### config.mk
export PLATFORM = sky130hd
export DESIGN_NAME = ctrl_pipe
export DESIGN_NICKNAME = d
export VERILOG_FILES = /design/src/rtl/ctrl_pipe.sv
export SDC_FILE = /design/constraint.sdc
export NUM_CORES = 1
export LEC_CHECK = 0
export ABC_AREA = 1
export BUFFER_PORTS_ARGS = -buffer_cell sky130_fd_sc_hd__buf_2
export CORE_UTILIZATION = 47
export DETAILED_ROUTE_END_ITERATION = 7
export HOLD_SLACK_MARGIN = 0.06
export MAX_ROUTING_LAYER = met4
export PLACE_DENSITY = 0.76
export SYNTH_ARGS = -nofsm -noshare
export SYNTH_HDL_FRONTEND = slang
export SYNTH_SLANG_ARGS = --single-unit
### constraint.sdc
create_clock -name clk -period 1.5 [get_ports clk]
set_clock_uncertainty 0.2 [all_clocks]
set_input_delay 0.225 -clock clk [delete_from_list [all_inputs] [get_ports clk]]
set_output_delay 0.225 -clock clk [all_outputs]
set_load 0.02 [all_outputs]
### src/rtl/ctrl_pipe.sv
// Control-bundle pipeline from decode through EX, MEM and WB.
// Also detects load-use hazards and turns dead slots into bubbles.
module ctrl_pipe #(
   parameter int REG_AW = 5,
   parameter int CNT_W  = 16
) (
   input  logic              clk,
   input  logic              rst_n,
   input  logic              hold_i,
   input  logic              flush_i,
   input  logic              id_valid_i,
   input  logic              id_illegal_i,
   input  logic              id_a_sel_i,
   input  logic              id_b_sel_i,
   input  logic [3:0]        id_alu_sel_i,
   input  logic              id_memRW_i,
   input  logic [1:0]        id_dataIn_i,
   input  logic [2:0]        id_dataOutAddj_i,
   input  logic              id_regWEn_i,
   input  logic [1:0]        id_wb_sel_i,
   input  logic [REG_AW-1:0] id_rd_i,
   input  logic [REG_AW-1:0] id_rs1_i,
   input  logic [REG_AW-1:0] id_rs2_i,
   input  logic              id_use_rs1_i,
   input  logic              id_use_rs2_i,
   output logic              stall_o,
   output logic              ex_valid_o,
   output logic              ex_a_sel_o,
   output logic              ex_b_sel_o,
   output logic [3:0]        ex_alu_sel_o,
   output logic [REG_AW-1:0] ex_rd_o,
   output logic              mem_valid_o,
   output logic              mem_memRW_o,
   output logic [1:0]        mem_dataIn_o,
   output logic [2:0]        mem_dataOutAddj_o,
   output logic [REG_AW-1:0] mem_rd_o,
   output logic              wb_valid_o,
   output logic              wb_regWEn_o,
   output logic [1:0]        wb_wb_sel_o,
   output logic [REG_AW-1:0] wb_rd_o,
   output logic              illegal_o,
   output logic [CNT_W-1:0]  bubble_cnt_o
);

   logic              ex_valid, ex_a_sel, ex_b_sel, ex_memRW, ex_regWEn;
   logic [3:0]        ex_alu_sel;
   logic [1:0]        ex_dataIn, ex_wb_sel;
   logic [2:0]        ex_dataOutAddj;
   logic [REG_AW-1:0] ex_rd;

   logic              mem_valid, mem_memRW, mem_regWEn;
   logic [1:0]        mem_dataIn, mem_wb_sel;
   logic [2:0]        mem_dataOutAddj;
   logic [REG_AW-1:0] mem_rd;

   logic              wb_valid, wb_regWEn;
   logic [1:0]        wb_wb_sel;
   logic [REG_AW-1:0] wb_rd;

   logic              illegal_q;
   logic [CNT_W-1:0]  bubble_cnt;

   logic load_use, ex_bubble, cnt_inc;

   // Only a load (wb_sel 00) in EX to a non-zero register can hazard.
   always_comb begin
      load_use = ex_valid & ex_regWEn & (ex_wb_sel == 2'b00) & (ex_rd != '0) & id_valid_i &
                 ((id_use_rs1_i & (id_rs1_i == ex_rd)) | (id_use_rs2_i & (id_rs2_i == ex_rd)));
      stall_o   = load_use & ~flush_i & ~hold_i;
      ex_bubble = flush_i | ~id_valid_i | id_illegal_i | load_use;
      cnt_inc   = load_use | id_illegal_i;
   end

   always_ff @(posedge clk or negedge rst_n) begin
      if (!rst_n) begin
         ex_valid        <= 1'b0;
         ex_a_sel        <= 1'b0;
         ex_b_sel        <= 1'b0;
         ex_alu_sel      <= '0;
         ex_memRW        <= 1'b0;
         ex_dataIn       <= '0;
         ex_dataOutAddj  <= '0;
         ex_regWEn       <= 1'b0;
         ex_wb_sel       <= '0;
         ex_rd           <= '0;
         mem_valid       <= 1'b0;
         mem_memRW       <= 1'b0;
         mem_dataIn      <= '0;
         mem_dataOutAddj <= '0;
         mem_regWEn      <= 1'b0;
         mem_wb_sel      <= '0;
         mem_rd          <= '0;
         wb_valid        <= 1'b0;
         wb_regWEn       <= 1'b0;
         wb_wb_sel       <= '0;
         wb_rd           <= '0;
         illegal_q       <= 1'b0;
         bubble_cnt      <= '0;
      end else if (hold_i) begin
         illegal_q <= 1'b0;
      end else begin
         wb_valid        <= mem_valid;
         wb_regWEn       <= mem_regWEn;
         wb_wb_sel       <= mem_wb_sel;
         wb_rd           <= mem_rd;
         mem_valid       <= ex_valid;
         mem_memRW       <= ex_memRW;
         mem_dataIn      <= ex_dataIn;
         mem_dataOutAddj <= ex_dataOutAddj;
         mem_regWEn      <= ex_regWEn;
         mem_wb_sel      <= ex_wb_sel;
         mem_rd          <= ex_rd;
         // Bubbles load constants so X on a dead ID slot never propagates.
         if (ex_bubble) begin
            ex_valid       <= 1'b0;
            ex_a_sel       <= 1'b0;
            ex_b_sel       <= 1'b0;
            ex_alu_sel     <= '0;
            ex_memRW       <= 1'b0;
            ex_dataIn      <= '0;
            ex_dataOutAddj <= '0;
            ex_regWEn      <= 1'b0;
            ex_wb_sel      <= '0;
            ex_rd          <= '0;
         end else begin
            ex_valid       <= 1'b1;
            ex_a_sel       <= id_a_sel_i;
            ex_b_sel       <= id_b_sel_i;
            ex_alu_sel     <= id_alu_sel_i;
            ex_memRW       <= id_memRW_i;
            ex_dataIn      <= id_dataIn_i;
            ex_dataOutAddj <= id_dataOutAddj_i;
            ex_regWEn      <= id_regWEn_i;
            ex_wb_sel      <= id_wb_sel_i;
            ex_rd          <= id_rd_i;
         end
         illegal_q <= id_valid_i & id_illegal_i & ~flush_i;
         if (cnt_inc && (bubble_cnt != '1))
            bubble_cnt <= bubble_cnt + CNT_W'(1);
      end
   end

   assign ex_valid_o        = ex_valid;
   assign ex_a_sel_o        = ex_a_sel;
   assign ex_b_sel_o        = ex_b_sel;
   assign ex_alu_sel_o      = ex_alu_sel;
   assign ex_rd_o           = ex_rd;
   assign mem_valid_o       = mem_valid;
   assign mem_memRW_o       = mem_valid & mem_memRW;
   assign mem_dataIn_o      = mem_dataIn;
   assign mem_dataOutAddj_o = mem_dataOutAddj;
   assign mem_rd_o          = mem_rd;
   assign wb_valid_o        = wb_valid;
   assign wb_regWEn_o       = wb_valid & wb_regWEn;
   assign wb_wb_sel_o       = wb_wb_sel;
   assign wb_rd_o           = wb_rd;
   assign illegal_o         = illegal_q;
   assign bubble_cnt_o      = bubble_cnt;

endmodule

==> impl_metrics.prom <==
# TYPE chip_impl_metric gauge
chip_impl_metric{name="postLayoutCellArea",unit="mm2"} 0.00479
chip_impl_info{name="cp-end-kind",value="primary output"} 1
chip_impl_metric{name="clkPwrFrac",unit=""} 0.351
chip_impl_metric{name="layout_min_cycle_time",unit="ns"} 2.09
chip_impl_metric{name="yosys_register_bits",unit=""} 62
chip_impl_metric{name="synth.yosys.seq_area_share",unit=""} 0.491
chip_impl_metric{name="filler_cell_count",unit=""} 439
chip_impl_metric{name="dr_total_vias",unit=""} 3289
chip_impl_metric{name="drive_above_1_share",unit=""} 0.418
chip_impl_info{name="crit_path_top_delay_cell",value="dfrtp_2"} 1
chip_impl_metric{name="yosys_warnings",unit=""} 0
chip_impl_metric{name="clock_sinks",unit=""} 62
chip_impl_metric{name="antenna-diode-count",unit=""} 0
chip_impl_metric{name="max_stage_delay",unit="ns"} 0.43
chip_impl_info{name="grt_setup_unrepaired",value="yes"} 1
chip_impl_metric{name="grt_usage",unit=""} 0.266
chip_impl_metric{name="die_h",unit="um"} 84.0
chip_impl_metric{name="worst-path-max-fanout",unit=""} 6
chip_impl_metric{name="powerDensity",unit="mW/mm2"} 915
chip_impl_metric{name="synthDistinctLibCells",unit=""} 28
chip_impl_metric{name="detail_route.first_pass.iterations",unit=""} 7
chip_impl_metric{name="placeableCoreArea",unit="mm2"} 0.00642
chip_impl_metric{name="grt_pass1_wl",unit="um"} 14400
chip_impl_metric{name="setup_viol_count_final",unit=""} 40
chip_impl_metric{name="cts-htree-levels",unit=""} 3
chip_impl_metric{name="p_seq_frac",unit=""} 0.428
chip_impl_metric{name="hold_viol_final",unit=""} 0
chip_impl_info{name="critical_path.startpoint_type",value="flip-flop"} 1
chip_impl_metric{name="clock.fmax",unit="MHz"} 478
chip_impl_metric{name="placementRows",unit=""} 29
chip_impl_info{name="tritoncts",value="done"} 1
chip_impl_info{name="failing_checks",value="design-rule violations, negative setup slack"} 1
chip_impl_metric{name="initial_antenna_violation_count",unit=""} 0
chip_impl_metric{name="tightestPinTransition",unit="ns"} 0.555
chip_impl_info{name="cts_root_buffer",value="clkbuf_8"} 1
chip_impl_metric{name="fin_setup_tns",unit="ns"} -18.22
chip_impl_metric{name="top_area_cell_type_share_of_the_netlist_area",unit=""} 0.491
chip_impl_metric{name="multiInputGateArea",unit="mm2"} 0.00153
chip_impl_metric{name="sw_frac_of_total",unit=""} 0.299
chip_impl_metric{name="clk_latency_worst_skew_pair",unit="ns"} 0.33
chip_impl_metric{name="finalHoldWorstSlack",unit="ns"} 0.165
chip_impl_metric{name="route.detailed.vias_per_inst",unit=""} 5.16
chip_impl_metric{name="gp_routability_congestion",unit=""} 0.882
chip_impl_metric{name="leakagePower",unit="uW"} 0.00262
chip_impl_info{name="status",value="complete, but fails checks"} 1
chip_impl_info{name="class_of_the_tightest_hold_or_removal_check",value="input pin to flip-flop"} 1
chip_impl_metric{name="dp_hpwl",unit="um"} 5350
chip_impl_metric{name="fin_ws",unit="ns"} -0.592
chip_impl_metric{name="initial_utilization",unit=""} 0.492
chip_impl_metric{name="layout_worst_path_cycle_share",unit=""} 1.39
chip_impl_metric{name="sequential_cell_area",unit="mm2"} 0.00156
chip_impl_metric{name="final-max-slew-violation-count",unit=""} 0
chip_impl_info{name="most-common-layout-cells",value="149 x nand2_1, 82 x buf_2, 54 x dfrtp_1"} 1
chip_impl_metric{name="synth_fp_nets",unit=""} 428
chip_impl_info{name="synth.top_cells.by_area",value="dfrtp_1 49%, nand2_1 19%, nand3_2 5.1%"} 1
chip_impl_metric{name="vias_in_the_first_global_route",unit=""} 3203
chip_impl_metric{name="grt.overflow.total",unit=""} 0
chip_impl_info{name="synth_area_leader_cell",value="dfrtp_1"} 1
chip_impl_metric{name="die_width",unit="um"} 84.0
chip_impl_metric{name="post_dp_cell_area",unit="mm2"} 0.00406
chip_impl_metric{name="crit_buf_inv",unit=""} 2
chip_impl_metric{name="antenna_violating_nets_post_route",unit=""} 0
chip_impl_metric{name="portBuffers",unit=""} 88
chip_impl_info{name="worst-setup-path-type",value="flip-flop to primary output"} 1
chip_impl_metric{name="ir_drop",unit="uV"} 631
chip_impl_metric{name="drtIter0Drc",unit=""} 305
chip_impl_info{name="leading_cell_type_in_the_layout_fill_and_taps_excluded",value="nand2_1"} 1
chip_impl_metric{name="postRouteWirelength",unit="um"} 9300
chip_impl_metric{name="power.internal",unit="uW"} 3080
chip_impl_metric{name="area_delta_synth_final",unit="%"} 51.7
chip_impl_info{name="critPathTopFamily",value="simple AND/OR/NAND/NOR gates"} 1
chip_impl_metric{name="timing.max_slew.rel_slack",unit=""} 0.630
chip_impl_metric{name="final_nets",unit=""} 594
chip_impl_metric{name="required_arrival_time_at_the_worst_endpoint",unit="ns"} 1.07
chip_impl_metric{name="die_area",unit="mm2"} 0.00706
chip_impl_metric{name="critical_path_arrival",unit="ns"} 1.67
chip_impl_metric{name="cts.reportedPaths.clkPinSlew",unit="ns"} 0.08
chip_impl_metric{name="synthesis.area_per_instance",unit="um2"} 8.12
chip_impl_metric{name="pwr-share-comb",unit=""} 0.221
chip_impl_metric{name="post_placement_cell_count",unit=""} 583
chip_impl_metric{name="max-cap-violations",unit=""} 0
chip_impl_metric{name="cts-buffers-inserted",unit=""} 9
chip_impl_metric{name="wire_per_inst",unit="um"} 14.6
chip_impl_metric{name="synth_area",unit="mm2"} 0.00316
chip_impl_metric{name="syn-instance-count",unit=""} 389
chip_impl_metric{name="finalNonFillerCells",unit=""} 637
chip_impl_info{name="crit_chain",value="inv_1 > nand2_1 > nand2_1 > nor2_1 > nand3_1 > nand2_2 > nand2_4 > nor3_2 > buf_4"} 1
chip_impl_metric{name="switching_power",unit="uW"} 1310
chip_impl_metric{name="cts_buffer_depth",unit=""} 2
chip_impl_metric{name="ios",unit=""} 89
chip_impl_metric{name="grt_max_degree",unit=""} 63
chip_impl_info{name="cpMostUsedCell",value="nand2_1"} 1
chip_impl_metric{name="remaining_drc_errors",unit=""} 10
[final timing paths]
path                                         from                             to  slack (ns)  cells past startpoint
setup / recovery           ex_rd_o[0]$_DFFE_PN0N_                        stall_o       -0.59                      9
hold / removal                             hold_i    bubble_cnt_o[5]$_DFFE_PN0P_        0.17                      4
setup reg to reg           ex_rd_o[0]$_DFFE_PN0N_    bubble_cnt_o[3]$_DFFE_PN0P_       -0.56                     13
hold reg to reg              ex_memRW$_DFFE_PN0N_          mem_memRW$_DFFE_PN0N_        0.27                      2
max in group asynchronous                   rst_n    bubble_cnt_o[1]$_DFFE_PN0P_        0.55                      3
min in group asynchronous                   rst_n  ex_dataOutAddj[1]$_DFFE_PN0N_        0.22                      3
[stage by stage]
| step | power [uW] | util | worst slack (ns) |
|---|---|---|---|
| 4_1_cts | 4270 | 0.716 | -0.474 |
| 3_3_place_gp | 2660 | 0.632 | -0.284 |
| 2_1_floorplan | 2310 | - | -0.245 |
| 3_5_place_dp | 2680 | 0.632 | -0.300 |
| 6_report | 4390 | 0.746 | -0.592 |
| 5_1_grt | 4570 | 0.746 | -0.628 |
[state kept, by name, summed over array words and instances (netlist names), 2 cells and up]
signal             cells
ex_dataOutAddj         3
mem_rd_o               5
ex_wb_sel              2
ex_rd_o                5
ex_alu_sel_o           4
mem_wb_sel             2
ex_dataIn              2
wb_rd_o                5
mem_dataIn_o           2
bubble_cnt_o          16
mem_dataOutAddj_o      3
wb_wb_sel_o            2
[power by group through the flow]
stage | Sequential (uW) | Combinational, uW | Clock [uW]
finish | 1880 | 969 | 1540
CTS | 1870 | 854 | 1550
global placement | 1900 | 762 | 0
floorplan | 2020 | 291 | 0
global route | 1890 | 1040 | 1640
detailed placement | 1910 | 774 | 0
[cells by family (layout without fill, tap and decap cells)]
| group | after synthesis | count (layout) | synth area share |
|---|---|---|---|
| XOR/XNOR | 3 | 3 | 0.00832 |
| AO/OA/AOI/OAI | 13 | 13 | 0.0206 |
| flip-flops | 62 | 62 | 0.491 |
| adder cells (fa/ha/maj) | 1 | 1 | 0.00396 |
| buffers and inverters | 59 | 227 | 0.0895 |
| AND/OR/NAND/NOR | 251 | 254 | 0.387 |
[area by class of cell]
cell class | instances | area share
clock buffers | 11 | 0.0316
inverters | 43 | 0.0386
well taps | 77 | 0.0201
multi-input cells | 271 | 0.320
flip-flops and latches | 62 | 0.326
repair buffers | 168 | 0.252
clock inverters | 5 | 0.0120
[worst min-delay path, cell delays in order]
cell     delay [ns]
buf_2          0.20
nor4_1         0.10
nand4_1        0.08
nand2_1        0.05
[timing repair]
item,in CTS,in global routing
setup endpoints to repair,40,42
endpoints found under the hold margin,83,0
hold buffers,23,0
resized for setup,12,35
pin swaps,4,7
setup buffers,6,8
cloned,2,1
[per-layer routing]
metal | up-vias | GRT usage | wire length [um]
met4 | 0 | 0.129 | 225
li1 | 1565 | - | -
met5 | - | - | 0
met1 | 1590 | 0.328 | 3990
met2 | 112 | 0.420 | 4640
met3 | 22 | 0.0544 | 455
[synthesized netlist by cell type, drive strengths merged]
cell      n
clkbuf    6
nor4      2
o21ai    13
nand2   162
buf      10
nand3    42
ha        1
xor2      3
nand4    19
inv      42
nor2     15
dfrtp    62
nor3     11
clkinv    1
Note: power is estimated with default switching activity, not from simulation.
